--- config.mk ---
export PLATFORM = sky130hd
export DESIGN_NAME = conv_weight_packer_flat
export DESIGN_NICKNAME = d
export VERILOG_FILES = /design/src/rtl/conv_weight_packer_pkg.sv /design/src/rtl/conv_weight_packer_if.sv /design/src/rtl/conv_weight_packer_kern_bank.sv /design/src/rtl/conv_weight_packer.sv /design/src/flat_wrapper.sv
export SDC_FILE = /design/constraint.sdc
export NUM_CORES = 1
export LEC_CHECK = 0
export ABC_AREA = 0
export BUFFER_PORTS_ARGS = -buffer_cell sky130_fd_sc_hd__buf_2
export CORE_AREA = 2 2 128 193
export DETAILED_ROUTE_END_ITERATION = 6
export DIE_AREA = 0 0 130 195
export GPL_TIMING_DRIVEN = 0
export PLACE_DENSITY = 0.58
export SKIP_LAST_GASP = 1
export SLEW_MARGIN = 20
export SYNTH_ARGS = -nofsm -noshare
export SYNTH_HDL_FRONTEND = slang
export SYNTH_HIERARCHICAL = 1
export SYNTH_SLANG_ARGS = --single-unit
--- constraint.sdc ---
create_clock -name ap_clk -period 2.64 [get_ports ap_clk]
set_input_delay 0.528 -clock ap_clk [delete_from_list [all_inputs] [get_ports ap_clk]]
set_output_delay 0.528 -clock ap_clk [all_outputs]
set_load 0.005 [all_outputs]
--- src/rtl/conv_weight_packer_pkg.sv ---
// Shared defaults and sizing helpers for the conv weight packer.
// Per-layer kernel size and reuse defaults live here alongside the coefficient width.
package conv_weight_packer_pkg;

    localparam int COEFF_WIDTH = 8;
    localparam int KERN_N_4    = 9;
    localparam int REUSE_4     = 4;

    // Counter width for a 0..n-1 counter; never narrower than one bit.
    function automatic int cnt_w(input int n);
        return (n <= 2) ? 1 : $clog2(n);
    endfunction

endpackage

--- src/rtl/conv_weight_packer_if.sv ---
// Upstream ap_fifo read port plus the parallel kernel port toward the MAC array.
interface conv_weight_packer_if #(
    parameter int COEFF_W = 8,
    parameter int KERN_N  = 9
);
    logic [COEFF_W-1:0]        input_V_dout;
    logic                      input_V_empty_n;
    logic                      input_V_read;
    logic [KERN_N*COEFF_W-1:0] kern_data;
    logic                      kern_valid;
    logic                      kern_ready;
    logic                      kern_last;
    logic                      busy;

    modport slave (
        input  input_V_dout, input_V_empty_n, kern_ready,
        output input_V_read, kern_data, kern_valid, kern_last, busy
    );

    modport master (
        output input_V_dout, input_V_empty_n, kern_ready,
        input  input_V_read, kern_data, kern_valid, kern_last, busy
    );
endinterface

--- src/rtl/conv_weight_packer_kern_bank.sv ---
// One kernel bank: indexed coefficient write, full flag, flat packed read.
module kern_bank
    import conv_weight_packer_pkg::*;
#(
    parameter int COEFF_W = COEFF_WIDTH,
    parameter int KERN_N  = KERN_N_4,
    localparam int FW     = cnt_w(KERN_N)
) (
    input  logic                      clk,
    input  logic                      rst,
    input  logic                      wr_en,
    input  logic [FW-1:0]             wr_idx,
    input  logic [COEFF_W-1:0]        wr_data,
    input  logic                      set_full,
    input  logic                      clr_full,
    output logic                      full,
    output logic [KERN_N*COEFF_W-1:0] rd_data
);
    logic [KERN_N-1:0][COEFF_W-1:0] regs;

    always_ff @(posedge clk or posedge rst) begin
        if (rst) begin
            regs <= '0;
            full <= 1'b0;
        end else begin
            if (wr_en) regs[wr_idx] <= wr_data;
            // set and clear never coincide; set wins defensively
            if (set_full)      full <= 1'b1;
            else if (clr_full) full <= 1'b0;
        end
    end

    assign rd_data = regs;
endmodule

--- src/rtl/conv_weight_packer.sv ---
// Serial coefficient stream to parallel kernels, replayed REUSE times each,
// with two ping-ponged banks so the next kernel fills during replay.
module conv_weight_packer
    import conv_weight_packer_pkg::*;
#(
    parameter int COEFF_W = COEFF_WIDTH,
    parameter int KERN_N  = KERN_N_4,
    parameter int REUSE   = REUSE_4
) (
    input logic                 ap_clk,
    input logic                 ap_rst,
    conv_weight_packer_if.slave bus
);
    localparam int FW = cnt_w(KERN_N);
    localparam int RW = cnt_w(REUSE);
    localparam int KW = KERN_N * COEFF_W;
    localparam logic [FW-1:0] FILL_MAX = FW'(KERN_N - 1);
    localparam logic [RW-1:0] REP_MAX  = RW'(REUSE - 1);

    logic            wr_sel, rd_sel;
    logic [FW-1:0]   fill_cnt;
    logic [RW-1:0]   rep_cnt;
    logic [1:0]      full;
    logic [1:0][KW-1:0] bank_data;

    logic rd, fill_done, accept, drain_done;

    assign rd         = bus.input_V_empty_n & ~full[wr_sel] & ~ap_rst;
    assign fill_done  = rd & (fill_cnt == FILL_MAX);
    assign accept     = bus.kern_valid & bus.kern_ready;
    assign drain_done = accept & bus.kern_last;

    assign bus.input_V_read = rd;
    assign bus.kern_valid   = full[rd_sel];
    assign bus.kern_data    = bank_data[rd_sel];
    assign bus.kern_last    = full[rd_sel] & (rep_cnt == REP_MAX);
    assign bus.busy         = (|full) | (fill_cnt != '0);

    for (genvar b = 0; b < 2; b++) begin : g_bank
        kern_bank #(.COEFF_W(COEFF_W), .KERN_N(KERN_N)) u_bank (
            .clk      (ap_clk),
            .rst      (ap_rst),
            .wr_en    (rd & (wr_sel == 1'(b))),
            .wr_idx   (fill_cnt),
            .wr_data  (bus.input_V_dout),
            .set_full (fill_done & (wr_sel == 1'(b))),
            .clr_full (drain_done & (rd_sel == 1'(b))),
            .full     (full[b]),
            .rd_data  (bank_data[b])
        );
    end

    always_ff @(posedge ap_clk or posedge ap_rst) begin
        if (ap_rst) begin
            wr_sel   <= 1'b0;
            fill_cnt <= '0;
        end else if (rd) begin
            if (fill_done) begin
                fill_cnt <= '0;
                wr_sel   <= ~wr_sel;
            end else begin
                fill_cnt <= fill_cnt + 1'b1;
            end
        end
    end

    // Handing off on the final accepted replay lets the other bank present next cycle.
    always_ff @(posedge ap_clk or posedge ap_rst) begin
        if (ap_rst) begin
            rd_sel  <= 1'b0;
            rep_cnt <= '0;
        end else if (accept) begin
            if (drain_done) begin
                rep_cnt <= '0;
                rd_sel  <= ~rd_sel;
            end else begin
                rep_cnt <= rep_cnt + 1'b1;
            end
        end
    end
endmodule

--- src/flat_wrapper.sv ---
// flat-port wrapper written by rule: the top's interface ports become plain ports
module conv_weight_packer_flat import conv_weight_packer_pkg::*;
#(
    parameter int COEFF_W = COEFF_WIDTH,
    parameter int KERN_N  = KERN_N_4,
    parameter int REUSE   = REUSE_4
)
  (ap_clk, ap_rst, bus_input_V_dout, bus_input_V_empty_n, bus_kern_ready, bus_input_V_read, bus_kern_data, bus_kern_valid, bus_kern_last, bus_busy);
  conv_weight_packer_if #(.COEFF_W(COEFF_W), .KERN_N(KERN_N)) bus_i ();
  input logic ap_clk;
  input logic ap_rst;
  input wire logic [$bits(bus_i.input_V_dout)-1:0] bus_input_V_dout;
  input wire logic [$bits(bus_i.input_V_empty_n)-1:0] bus_input_V_empty_n;
  input wire logic [$bits(bus_i.kern_ready)-1:0] bus_kern_ready;
  output wire logic [$bits(bus_i.input_V_read)-1:0] bus_input_V_read;
  output wire logic [$bits(bus_i.kern_data)-1:0] bus_kern_data;
  output wire logic [$bits(bus_i.kern_valid)-1:0] bus_kern_valid;
  output wire logic [$bits(bus_i.kern_last)-1:0] bus_kern_last;
  output wire logic [$bits(bus_i.busy)-1:0] bus_busy;
  assign bus_i.input_V_dout = bus_input_V_dout;
  assign bus_i.input_V_empty_n = bus_input_V_empty_n;
  assign bus_i.kern_ready = bus_kern_ready;
  assign bus_input_V_read = bus_i.input_V_read;
  assign bus_kern_data = bus_i.kern_data;
  assign bus_kern_valid = bus_i.kern_valid;
  assign bus_kern_last = bus_i.kern_last;
  assign bus_busy = bus_i.busy;
  conv_weight_packer #(.COEFF_W(COEFF_W), .KERN_N(KERN_N), .REUSE(REUSE)) u_core (.ap_clk(ap_clk), .ap_rst(ap_rst), .bus(bus_i));
endmodule
==> run_results.csv <==
group,metric,value,unit
timing,maxSlewHeadroom,0.651,
logic_synthesis,synth.ff_latch_count,154,
placed_design,portBuffers,87,
power_and_ir_drop,power_frac_comb,0.346,
cells_and_area,drive_above_1_share,0.659,
logic_synthesis,seq_area_frac_synth,0.549,
setup_path,critPathArrivalTime,2.79,ns
die,num_io_pins,88,
die,die_w,130,µm
die,core-area,0.0236,mm²
global_route,grt_util_met3,0.0260,
global_route,top_usage_layer,"met2",
flow_run,maxCapViolations,0,
timing,fin_skew,0.00842,ns
timing,setup_violations,0,
power_and_ir_drop,p_seq_frac,0.390,
power_and_ir_drop,p_per_area,1130,mW/mm²
logic_synthesis,synthCells,457,
power_and_ir_drop,clock_power_share,0.264,
die,die_y,195,µm
clock_tree,htreeDepth,4,
placed_design,placed_area,0.00789,mm²
routing,routed_wl,16800,µm
placed_design,place_ws,-0.0956,ns
cells_and_area,final_cell_mix,"mux2_2 (217), dfrtp_1 (154), buf_2 (94), clkbuf_16 (17), buf_4 (7)",
routing,first_pass_iters,4,
timing,fin_hold_ws,0.126,ns
logic_synthesis,yosysTopAreaCell,"dfrtp_1",
routing,wire_per_inst,18.8,µm
logic_synthesis,synth_mux_area_frac,0.361,
global_route,antenna_found_initial,0,
hold_path,holdCritPathClass,"in2async",
logic_synthesis,synth_cell_type_count,35,
logic_synthesis,synth_compound_area_frac,0.00446,
power_and_ir_drop,swShare,0.297,
global_route,use_met1,0.166,
clock_tree,cts_tree,"yes",
logic_synthesis,synth_adder_area_share,0.00535,
logic_synthesis,synth_top_family_by_area,"multiplexers",
timing,final_max_slew_viol_count,0,
cells_and_area,fin_area,0.00851,mm²
timing,fin_crit,2.49,ns
power_and_ir_drop,power_leakage,0.00425,µW
power_and_ir_drop,power.total,9610,µW
routing,drt-initial-drc-count,119,
die,start_util,0.298,
logic_synthesis,synth_area_leaders,"dfrtp_1 (55%), mux2_2 (35%), nor3b_4 (1.6%), buf_4 (0.75%), nand3b_2 (0.64%)",
clock_tree,cts_buffers,17,
die,dieArea,0.0254,mm²
global_route,grt_pass1_vias,4559,
global_route,grt_util_met2,0.252,
global_route,grt_max_degree,41,
global_route,overflow,0,
clock_tree,cts.path.max_buffers,2,
cells_and_area,nets,580,
logic_synthesis,syn_nets,472,
clock_tree,path_clk_slew,0.06,ns
timing,hold_viol_final,0,
setup_path,cp-start-kind,"flip-flop",
placed_design,gp_congestion,0.757,
timing,worstMarginPinSlew,0.522,ns
global_route,grt_pass1_wl,26500,µm
clock_tree,cts_sinks,154,
die,num_rows,69,
power_and_ir_drop,internal_power,6750,µW
setup_path,required,2.94,ns
setup_path,cp-end-kind,"flip-flop",
clock_tree,cts_hold_buf,0,
power_and_ir_drop,vdd.ir_drop.worst,495,µV
routing,postRouteAntennaNets,0,
cells_and_area,num_antenna_cells,0,
routing,drc_errors,0,
power_and_ir_drop,p_switching,2850,µW
clock_tree,cts_root_buffer,"clkbuf_16",
routing,via_count,4071,
timing,fmax,0.401,GHz
global_route,grtUsageTotal,0.140,
placed_design,dp_hpwl,11600,µm
logic_synthesis,ys_warn_count,6,
logic_synthesis,synth.top_cell.area_share,0.549,
cells_and_area,final_common_cell,"mux2_2",
routing,vias_per_cell,4.54,
setup_path,path_max_fanout,8,
timing,rsz0062_at_grt,"false",
cells_and_area,syn2layout_area_growth,21.4,%
timing,fin_ws,0.148,ns
run_status,outcome,"finished clean",
logic_synthesis,syn_area,0.00701,mm²
setup_path,critPathKind,"reg2reg",
logic_synthesis,synth.avg_cell_area,15.3,µm²
clock_tree,insertion_delay,0.42,ns
logic_synthesis,synth-xor-area-share,0.00125,
logic_synthesis,synthSimpleGateAreaFrac,0.0605,
timing,fin_crit_sh,0.944,
[routing by layer]
| metal | up-vias | wire, µm |
|---|---|---|
| li1 | 1864 | - |
| met1 | 2141 | 6960 |
| met4 | 0 | 271 |
| met3 | 14 | 283 |
| met5 | - | 0 |
| met2 | 52 | 9320 |
[kinds of logic after synthesis]
| logic type | after synthesis |
|---|---|
| multiplexers | 224 |
| AO/OA/AOI/OAI | 4 |
| buffers and inverters | 24 |
| flip-flops | 154 |
| AND/OR/NAND/NOR | 47 |
| XOR/XNOR | 1 |
| adder cells (fa/ha/maj) | 3 |
[cells in the mapped netlist, drive strengths merged]
cell type  number
nand4b          2
a21o            2
nand2           6
nand3b          7
nor2           10
nor3b           7
nand2b          2
o211a           1
clkbuf          2
mux2i           2
and2b           1
and4b           1
dfrtp         154
inv             8
nor3            1
mux2          222
and3            3
and3b           2
ha              3
a31oi           1
and2            1
xnor2           1
buf            14
and4            1
nand3           3
[worst max-delay path: stages, from the launching register on]
cell and delay [ns]:
dfrtp_1 0.47, mux2i_2 0.39, nand2_2 0.20, nor2_2 0.24
nor3b_4 0.34, and3_1 0.20, buf_4 0.17, mux2_2 0.35
[area by class of cell]
class | instances | area (µm²)
Buffer | 16 | 97.6
Tap cell | 319 | 399
Fill cell | 2274 | 15100
Inverter | 8 | 35.0
Timing Repair Buffer | 89 | 475
Clock inverter | 11 | 171
Multi-Input combinational cell | 279 | 3040
Sequential cell | 154 | 3850
Clock buffer | 20 | 447
[per-stage QoR]
step                      instances   util  setup TNS (ns)
after floorplan                 457      -               0
after global placement          863  0.333         -142.84
after detailed placement        865  0.335           -1.49
after CTS                       896  0.361               0
after global routing            896  0.361               0
final                           896  0.361               0
[power by group through the flow]
stage / logic [µW] / clock network, µW / registers (µW)
finish: 3320 / 2530 / 3750
global route: 3620 / 2700 / 3860
CTS: 3420 / 2590 / 3750
detailed placement: 3400 / 0 / 3790
global placement: 3290 / 0 / 3700
floorplan: 2240 / 0 / 3610
[final timing paths]
kind                       cells after the start  slack [ns]                                start                                   to
hold / removal                                 2        0.13                               ap_rst                        u_core/wr_sel
setup / recovery                               7        0.15                        u_core/wr_sel  u_core/g_bank[0].u_bank/rd_data[28]
min in group ap_clk                            3        0.45                       bus_kern_ready                        u_core/rd_sel
setup reg to reg                               7        0.15                        u_core/wr_sel  u_core/g_bank[0].u_bank/rd_data[28]
max in group asynchronous                      3        1.85                               ap_rst  u_core/g_bank[0].u_bank/rd_data[19]
hold reg to reg                                1        0.50  u_core/g_bank[1].u_bank/rd_data[29]  u_core/g_bank[1].u_bank/rd_data[29]
[sequential cells by signal, summed over array words and instances (netlist names)]
signal                        cells
u_core/fill_cnt                   4
u_core/rep_cnt                    2
u_core/rd_sel                     1
u_core/g_bank.u_bank/full         2
u_core/g_bank.u_bank/rd_data    144
u_core/wr_sel                     1
[what timing repair did]
action                     in CTS  in global routing
setup endpoints to repair       0                 24
hold endpoints to repair        0                  0
gates resized for setup         0                  1
buffers inserted                0                  0
Note: power is estimated with default switching activity, not from simulation.
